## src/rtl/io_pkg.sv

```systemverilog
// Shared constants and types for the io_debounce / io_sync input path.
package io_pkg;

  localparam int IO_CHANNELS = 4;
  localparam int IO_DEBOUNCE_DEFAULT = 250000;

  typedef logic [IO_CHANNELS-1:0] io_chan_t;

  function automatic int cnt_width(input int cycles);
    return $clog2(cycles + 1);
  endfunction

endpackage

```

## src/rtl/io_debounce_chan.sv

```systemverilog
// One debounce channel: polarity, 2-flop sync, stability counter, output.
// Optional one-cycle press pulse when IO_DEBOUNCE_PRESS_EN is defined.
module io_debounce_chan
  import io_pkg::*;
#(
  parameter int DEBOUNCE_CYCLES = IO_DEBOUNCE_DEFAULT,
  parameter int ACTIVE_LOW      = 0
) (
  input  logic clk,
  input  logic rst_n,
  input  logic raw,
`ifdef IO_DEBOUNCE_PRESS_EN
  output logic press,
`endif
  output logic out
);

  localparam int W = cnt_width(DEBOUNCE_CYCLES);
  localparam logic [W-1:0] LAST = W'(DEBOUNCE_CYCLES - 1);
  localparam logic POL = (ACTIVE_LOW != 0);

  logic         s1;
  logic         s2;
  logic [W-1:0] cnt;
  logic         pol;

  assign pol = raw ^ POL;

  always_ff @(posedge clk) begin
    if (!rst_n) begin
      s1  <= 1'b0;
      s2  <= 1'b0;
      cnt <= '0;
      out <= 1'b0;
    end else begin
      s1 <= pol;
      s2 <= s1;
      if (s2 == out) begin
        cnt <= '0;
      end else if (cnt == LAST) begin
        out <= s2;
        cnt <= '0;
      end else begin
        cnt <= cnt + 1'b1;
      end
    end
  end

`ifdef IO_DEBOUNCE_PRESS_EN
  // Pulse only on the edge where out commits a 0->1 transition
  always_ff @(posedge clk) begin
    if (!rst_n) begin
      press <= 1'b0;
    end else begin
      press <= (s2 != out) && (cnt == LAST) && s2;
    end
  end
`endif

endmodule

```

## src/rtl/io_debounce.sv

```systemverilog
// Multi-channel input debouncer feeding io_sync.in.
// Define IO_DEBOUNCE_PRESS_EN to add the press pulse output.
module io_debounce
  import io_pkg::*;
#(
  parameter int CHANNELS        = IO_CHANNELS,
  parameter int DEBOUNCE_CYCLES = IO_DEBOUNCE_DEFAULT,
  parameter int ACTIVE_LOW      = 0
) (
  input  logic                clk,
  input  logic                rst_n,
  input  logic [CHANNELS-1:0] raw,
`ifdef IO_DEBOUNCE_PRESS_EN
  output logic [CHANNELS-1:0] press,
`endif
  output logic [CHANNELS-1:0] out
);

  for (genvar i = 0; i < CHANNELS; i++) begin : g_chan
    io_debounce_chan #(
      .DEBOUNCE_CYCLES(DEBOUNCE_CYCLES),
      .ACTIVE_LOW     (ACTIVE_LOW)
    ) u_chan (
      .clk  (clk),
      .rst_n(rst_n),
      .raw  (raw[i]),
`ifdef IO_DEBOUNCE_PRESS_EN
      .press(press[i]),
`endif
      .out  (out[i])
    );
  end

endmodule

```

## config.mk

```make
export PLATFORM = sky130hd
export DESIGN_NAME = io_debounce
export DESIGN_NICKNAME = d
export VERILOG_FILES = /design/src/rtl/io_pkg.sv /design/src/rtl/io_debounce_chan.sv /design/src/rtl/io_debounce.sv
export SDC_FILE = /design/constraint.sdc
export NUM_CORES = 1
export LEC_CHECK = 0
export CORE_MARGIN = 2
export CORE_UTILIZATION = 45
export CTS_CLUSTER_SIZE = 28
export DETAILED_ROUTE_END_ITERATION = 6
export SYNTH_ARGS = -nofsm -noshare
export SYNTH_HDL_FRONTEND = slang
export SYNTH_SLANG_ARGS = --single-unit
```

## constraint.sdc

```tcl
create_clock -name clk -period 2.6 [get_ports clk]
set_clock_uncertainty 0.05 [all_clocks]
set_input_delay 0.52 -clock clk [delete_from_list [all_inputs] [get_ports clk]]
set_output_delay 0.52 -clock clk [all_outputs]
set_load 0.02 [all_outputs]
```

# Word level (Yosys, flattened, before mapping)
# Cells that the tools add are included.
[totals]
regBits = 84
latch_bits = 0
mem_bits_rw = 0
rom_bits = 0
input_bits = 6
out_inout_bits = 4
wordCells = 41
n_memories = 0
[classes]
addsub = 4
n_mul = 0
div = 0
magnitude_cmp = 0
eq_ne = 8
shift = 0
n_mux = 0
bitwise = 5
n_reduce_logical = 8
[ops]
columns = ["op", "count"]
rows = [
  ["18-bit by 1-bit adder with 18-bit output, second input constant", 4],
  ["18-bit == test, second input constant", 4],
  ["3-bit OR reduction", 4],
  ["2-bit AND reduction", 4],
  ["1-bit inverter", 5],
  ["1-bit == test", 4],
]

# Depth between registers and ports, before layout
# Gate-level depths: netlist of the first run.
[logic_depth]
ltp_word = 3
mapped_depth = 7
ltp_nobuf = 5

# Modules after synthesis
# Synthesis of the first run repeated with hierarchy kept, for this count alone.
[hier_totals]
hier_cells = 412
area_unflattened_um2 = 3738.6
[by_module_without_submodules]
columns = ["module", "instances", "cells_per_inst", "area_each_um2", "seq_area_each_um2"]
rows = [
  ["io_debounce_chan", 4, 103, 934.6, 420.4],
]

# Worst setup path after synthesis of the first run
# Ideal clock, no wire load.
[synth_timing]
path_kind = "reg2reg"
from = "register g_chan[1].u_chan.cnt[0]"
to = "register g_chan[1].u_chan.cnt[10]"
setup_time_ns = 0.128
arrival_ns = 1.769
required_time_ns = 2.422
setup_slack_ns = 0.653
path_stages_with_launch = 7
path_buffers = 1
synth_period_minus_slack_ns = 1.947
path_cell_list = "dfxtp_1 ha_1 nand3_1 or3_1 o211ai_2 clkbuf_1 nor2_1"
[synth_between]
elab_chain_cells = 2
elab_cells_between_ends = 3
cone_classes = "add/sub (1); eq/ne (1); reduce/logical (1)"
[synth_lines]
columns = ["element", "line_no", "text"]
rows = [
  ["start: declaration", "io_debounce_chan.sv:24", "logic [W-1:0] cnt;"],
  ["start signal: assignment", "io_debounce_chan.sv:44", "cnt <= cnt + 1'b1;"],
  ["parallel branches: the longest is 2 deep, another holds 18-bit by 1-bit adder with 18-bit output", "-", ""],
]
# Several ways; the timed one is not identified.
# A chain may end at the register's enable or synchronous reset.

# Final worst setup path of the first run
[layout_timing]
from = "register g_chan[0].u_chan.cnt[7]"
to = "register g_chan[0].u_chan.cnt[10]"
[layout_between]
elab_chain_cells = 2
elab_cells_between_ends = 3
cone_classes = "add/sub (1); eq/ne (1); reduce/logical (1)"
[layout_lines]
columns = ["element", "line_no"]
rows = [
  ["start: declaration", "io_debounce_chan.sv:24"],
  ["start signal: assignment", "io_debounce_chan.sv:44"],
  ["parallel branches: the longest is 2 deep, another holds 18-bit by 1-bit adder with 18-bit output", "-"],
]
# Several ways; the timed one is not identified.

==> results.md, run 1 <==
- Worst Hold Path EP: g_chan[1].u_chan.s2
- Reg2reg path depth: 4
- Power per cell area: about 550 nW/um2
- Fin cells: 533
- VDD IR max: between 0.0002 and 0.0003 V
- Total Routed Length: 6380 um
- Clock Path Buffers: 2
- Cts hold-fix bufs: 0
- Chip height: around 94 um
- Fmax: 484 MHz
- Crit path kind: register to register
- H-tree Lvls: 3
- Crit path required time: 2.76 ns
- Core area: about 7800 um2
- Post-DRT Antenna Nets: 0
- Crit Path Max Fanout: 17
- Area share of fa/ha/maj cells after synthesis: ~1.4%
- Synth Area in Compound Gates: under 10%
- DR vias: 2796
- Synth top area share: a little under half
- Setup crit end kind: register
- Pleak: ~0.0012 uW
- Initial Util: a little under half
- Mean Syn Cell Area: roughly 8.8 um2
- Post-CTS setup buffer count: 0
- Inst Count DP: around 520
- Initial antenna violation count: 0
- Fill cell count: roughly 760
- Logic pwr share: under 10%
- CTS resizes: 0
- I/O pins: 10
- Clk_lat worst skew: ~0.35 ns
- Rel. slew slack: between 60% and 70%
- Final setup violation count: 0
- Placer Congestion: 0.815
- Startpoint types: register
- Row cnt: 32
- Worst R2R Start: g_chan[0].u_chan.cnt[7]
- Min cycle time layout: slightly above 2 ns
- XOR/XNOR Fraction of Synth Area: between 10% and 20%
- Pin count of the biggest net entering global routing: 19
- Sequential area share after synthesis: a little under half
- #FFs+latches synth: 84
- R2r setup slk: ~0.53 ns
- Yosys top cell by area: dfxtp_1
- Clock root cell: clkbuf_8
- Clock-pin slew on the worst setup and hold paths: approximately 0.080 ns
- Area Overhead vs Synth: 9.89%
- Share of cells above drive strength 1: roughly 6.0%
- FF-to-FF End: g_chan[0].u_chan.cnt[10]
- Violation count after the first detailed-route iteration: 90
- Cells after Synth: between 400 and 500
- First-pass GRT wire length: about 11000 um
- Synth unique cells: 34
- Remaining global-route overflow: 0
- Sw Share: between 20% and 30%
- Worst slew pin tran: roughly 0.58 ns
- Tcrit/Tclk final: between 70% and 80%
- Port bufs: 9
- FF/Latch Area: 1680 um2
- Die Area: 8830 um2
- Max Slew Vio Count: 0
- CTS buffer count: 9
- Mux contribution to synthesized area: 0.549%
- TritonCTS clock tree: done
- Largest cells by area after synthesis: dfxtp_1 46%, xnor2_1 11%, nor2_1 7.3%
- # diodes: 0
- Vias/cell: 5.25
- Hold Crit Start: g_chan[1].u_chan.s1
- Post-Syn Nets: roughly 430
- YS warnings: 0
- DR WL/cell: between 10 and 15 um
- Clock Sinks: between 80 and 90
- GRT Total Usage: between 10% and 20%
- Status: finished, final reports clean
- Final nets: 436
- Max-cap viol count: 0
- Synthesized cell area: about 3600 um2
- Vias in the first global route: 2615
- Detail Placement HPWL: 4400 um
- Clock share of power: between 30 and 40%
- Synth Area in Simple Gates: between 20 and 30%
- Area taken by multi-input logic gates: 1830 um2
- Drt drc: 0
- Crit path DAT: between 2 and 2.5 ns
- Setup_tns: 0 ns
- Hold Fails Final Rpt: 0
- Drt pass-1 iters: 4
- Seq pwr share: 58.9%
- Internal power: around 1700 uW
- Worst hold path type: register to register
- Die width: between 90 and 100 um
- RSZ-0062 raised after global routing: false
- P_sw: 469 uW
- Largest family of logic cells by synthesized area: simple AND/OR/NAND/NOR gates
- Hold Path Stages: 1
==> registers in the layout, indices dropped and copies added, names as in the netlist <==
signal and count:
g_chan.u_chan.s2 4, g_chan.u_chan.cnt 72, g_chan.u_chan.s1 4, g_chan.u_chan.out 4
==> power groups by stage <==
stage	combinational [uW]	clock, uW	sequential, uW
after floorplan	18.5	0	1330
after global placement	32.8	0	1330
after detailed placement	32.8	0	1330
after CTS	32.8	914	1300
after global routing	36.3	971	1300
final	32.2	873	1300
==> worst max path at each step <==
stage               slack (ns)  depth (start not counted)                     start                        to
finish                    0.53                          4   g_chan[0].u_chan.cnt[7]  g_chan[0].u_chan.cnt[10]
global route              0.40                          4   g_chan[0].u_chan.cnt[7]  g_chan[0].u_chan.cnt[10]
CTS                       0.52                          4   g_chan[0].u_chan.cnt[7]  g_chan[0].u_chan.cnt[10]
detailed placement        0.50                          4                     rst_n  g_chan[3].u_chan.cnt[17]
global placement          0.56                          4  g_chan[0].u_chan.cnt[11]   g_chan[0].u_chan.cnt[8]
floorplan                 0.65                          6   g_chan[1].u_chan.cnt[0]  g_chan[1].u_chan.cnt[10]
==> layer usage <==
metal	vias to the layer above	part of all wire, %	GRT usage, %
li1	1453	-	-
met1	1299	51	20.4
met2	34	45	25.1
met3	10	2.8	4.74
met4	0	1.6	6.28
met5	-	0	0
==> cells in the final DEF, fill, tap and decap left out, types with 3 or more instances in the layout <==
cell type / netlist / routed
a21oi_1: 11 / 11
and2_1: 10 / 10
and3_1: 6 / 6
clkbuf_8: 0 / 12
clkdlybuf4s50_1: 0 / 9
dfxtp_1: 84 / 84
ha_1: 4 / 4
inv_1: 19 / 19
nand2_1: 19 / 19
nand3_1: 25 / 25
nand3b_1: 3 / 3
nand4_1: 16 / 16
nor2_1: 71 / 71
nor3_1: 16 / 16
nor4_1: 22 / 22
nor4b_1: 3 / 3
o21ai_0: 6 / 6
or3_1: 8 / 8
or4_1: 4 / 4
xnor2_1: 45 / 45
xor2_1: 15 / 15
==> cell type report <==
cell class                      instances  area share, %
Sequential cell                        84           42.0
Clock buffer                           13           4.22
Multi-Input combinational cell        301           45.7
Timing Repair Buffer                   11           2.63
Clock inverter                          3          0.469
Inverter                               19           1.78
Tap cell                              102           3.19
==> synth_stat cells <==
cell type / number
nor4b_1: 3
or4b_1: 1
nand4_2: 1
o21ai_0: 6
nor2_1: 71
o21ai_1: 1
or4_1: 4
xor2_1: 15
nand3b_1: 3
o31ai_1: 2
a31o_2: 2
or3_1: 8
or4_4: 1
and4_1: 1
nor3_1: 16
dfxtp_1: 84
or4b_2: 1
o41ai_1: 1
nand4_1: 16
inv_1: 19
nand2_1: 19
nand3_1: 25
or2_2: 2
buf_4: 5
a21oi_1: 11
mux2i_1: 2
ha_1: 4
clkbuf_1: 6
xnor2_1: 45
nor4_1: 22
o21ai_4: 1
o211ai_2: 1
and3_1: 6
and2_1: 10
==> kinds of logic (layout without fill, tap and decap cells) <==
logic type / after synthesis / after routing
and+or+nand+nor: 210 / 210
muxes: 2 / 2
DFF: 84 / 84
AOI/OAI and AO/OA: 25 / 25
xor gates and xnor gates: 60 / 60
buffers and inverters: 30 / 46
adders and majority gates: 4 / 4
==> through the flow <==
| stage | hold slack [ns] | power, uW | instance area [um2] | utilization [%] | setup slack (ns) |
|---|---|---|---|---|---|
| final | 0.384 | 2200 | 4000 | 51.5 | 0.533 |
| after global routing | 0.394 | 2310 | 4000 | 51.5 | 0.404 |
| after CTS | 0.383 | 2240 | 4000 | 51.5 | 0.516 |
| after detailed placement | 0.370 | 1360 | 3820 | 49.1 | 0.504 |
| after global placement | 0.366 | 1360 | 3820 | 49.1 | 0.555 |
| after floorplan | 0.362 | 1340 | 3640 | - | 0.653 |
==> critical path: stages, from the launching register on <==
cell and delay (ns):
dfxtp_1 0.41, or4b_1 0.46, or4_4 0.52, o21ai_4 0.40, nor2_1 0.10
Note: power is estimated with default switching activity, not from simulation.
==> run 2, diff against run 1 <==
- clock period: 2.6 -> 2.1 ns (I/O delays scaled with it)
==> run 2 against run 1 <==
- critical path depth stayed put
- worst hold slack better by 0.0019 ns
- fmax is 5.1% higher
- die area stayed put
- non-clock buffer count is 13 higher
- largest power group unchanged
- clock power is 48% higher
- setup slack worse by 0.40 ns
- first-iteration DRC count is 50% lower
- cell count is 2.4% higher
- combinational power is 37% higher
==> results.md, run 2 (synthesized netlist as in run 1, its figures left out) <==
- Port bufs: 9 (unchanged)
- Crit path DAT: 2.20 ns (-0.03 ns)
- Power per cell area: 708 nW/um2 (+29%)
- Hold WS: 0.386 ns (+0.00192 ns)
- Rel. slew slack: 73.2% (+12 points)
- Post-DRT Antenna Nets: 0 (unchanged)
- CTS resizes: 0 (unchanged)
- Hold Path Stages: 1 (unchanged)
- Crit path required time: 2.34 ns (-0.42 ns)
- DR WL/cell: 12.2 um (+1.8%)
- Post-DP Area: 3930 um2 (+2.9%)
- Crit Path Max Fanout: 4 (-13)
- Final Instance Area: 4150 um2 (+3.7%)
- VDD IR max: 0.000314 V (+20%)
- RSZ-0062 raised after global routing: false
- I/O pins: 10 (unchanged)
- Final nets: 449 (+3.0%)
- # diodes: 0 (unchanged)
- Die Area: 8830 um2 (unchanged)
- Tcrit/Tclk final: 93.7% (+14 points)
- Initial Util: 46.9% (unchanged)
- Largest register FFs: 72 (unchanged)
- Final setup violation count: 0 (unchanged)
- Core area: 7770 um2 (unchanged)
- Max Slew Vio Count: 0 (unchanged)
- Setup crit end kind: register
- Vias in the first global route: 2700 (+3.3%)
- Clk_lat worst skew: 0.35 ns (about the same)
- Worst slew pin tran: 0.399 ns (-0.177 ns)
- Reg2reg path depth: 4 (unchanged)
- Vias/cell: 5.15 (-1.8%)
- Drt drc: 0 (unchanged)
- GRT Total Usage: 17.2% (+1.3 points)
- Fmax: 508 MHz (+5.1%)
- H-tree Lvls: 3 (unchanged)
- TritonCTS clock tree: done
- Die width: 94.0 um (unchanged)
- R2r setup slk: 0.13 ns (-0.40 ns)
- Detail Placement HPWL: 4620 um (+4.9%)
- Commonest non-fill, non-tap cell in the layout: dfxtp_1
- Hold Fails Final Rpt: 0 (unchanged)
- First-pass GRT wire length: 12200 um (+7.2%)
- Startpoint types: register
- Largest reg by FF count: g_chan.u_chan.cnt
- Clock root cell: clkbuf_8
- Area Overhead vs Synth: 13.9%
- Drt pass-1 iters: 4 (unchanged)
- Pleak: 0.00124 uW (+5.7%)
- Remaining global-route overflow: 0 (unchanged)
- Crit path kind: register to register
- Clock Sinks: 84 (unchanged)
- DR vias: 2814 (+0.64%)
- Fill cell count: 729 (-3.7%)
- Status: finished, final reports clean
- Violation count after the first detailed-route iteration: 45 (-50%)
- Placer Congestion: 0.804 (-1.3%)
- Total Routed Length: 6660 um (+4.3%)
- Clock Path Buffers: 2 (unchanged)
- Row cnt: 32 (unchanged)
- Cts hold-fix bufs: 0 (unchanged)
- Pin count of the biggest net entering global routing: 19 (unchanged)
- Post-CTS setup buffer count: 0 (unchanged)
- CTS buffer count: 9 (unchanged)
- Clock-pin slew on the worst setup and hold paths: 0.09 ns (about the same)
- Most frequent cells in the layout: 84 x dfxtp_1, 71 x nor2_1, 45 x xnor2_1, 25 x nand3_1, 22 x nor4_1
- Util after Layout: 53.4% (+1.9 points)
- Worst hold path type: register to register
- Max-cap viol count: 0 (unchanged)
- Chip height: 94.0 um (unchanged)
- Setup_tns: 0 ns (unchanged)
- Min cycle time layout: 1.97 ns (-0.0994 ns)
- Initial antenna violation count: 0 (unchanged)
- Share of cells above drive strength 1: 9.01% (+3.0 points)
-- run 2: cell count changes in the layout (fill, tap and decap cells not counted), sizes merged --
| cell | previous run | this run |
|---|---|---|
| clkinv | 2 | 1 |
| buf | 2 | 15 |
| clkinvlp | 0 | 3 |
| bufinv | 0 | 2 |
| clkbuf | 13 | 9 |
-- run 2: where the power goes --
part / total [uW] / internal (uW) / switching, uW / leakage (uW)
clock: 1290 / 676 / 612 / 0.000102
sequential: 1610 / 1600 / 5.12 / 0.000678
combinational: 44.1 / 21.4 / 22.7 / 0.000463
total: 2940 / 2300 / 639 / 0.00124
-- run 2: through the flow --
| stage | setup WS, ns | cells | power [uW] |
|---|---|---|---|
| floorplan | 0.153 | 415 | 1670 |
| global placement | 0.173 | 530 | 1690 |
| detailed placement | 0.158 | 530 | 1690 |
| CTS | 0.137 | 546 | 2980 |
| global route | 0.0798 | 546 | 3050 |
| finish | 0.132 | 546 | 2940 |
-- run 2: final cells by class --
cell class	count	area [um2]	share of cell area [%]
clock inverter	7	100	2.41
inverter	19	71.3	1.72
sequential	84	1680	40.5
clock buffer	9	124	2.98
multi-input combinational	301	1830	44.1
timing repair buffer	24	215	5.19
tap	102	128	3.08
-- run 2: path summary, 6_finish.rpt --
check | startpoint | endpoint
worst min register to register | g_chan[3].u_chan.s1 | g_chan[3].u_chan.s2
worst max register to register | g_chan[0].u_chan.cnt[11] | g_chan[0].u_chan.out
worst max-delay path | g_chan[0].u_chan.cnt[11] | g_chan[0].u_chan.out
worst min-delay path | g_chan[3].u_chan.s1 | g_chan[3].u_chan.s2
-- run 2: critical path, stage by stage (launching register included) --
cell and delay, ns:
dfxtp_1 0.34, or4b_1 0.53, or4_4 0.52, or3_1 0.33
a21oi_1 0.14
-- run 2: per-layer routing --
metal	part of all wire [%]	routed length, um	GRT usage [%]	vias to the layer above
met1	51	3410	22.9	1293
met5	0	0	0	-
met3	2.5	165	3.93	10
li1	-	-	-	1481
met2	44	2960	26.5	30
met4	1.8	121	7.61	0
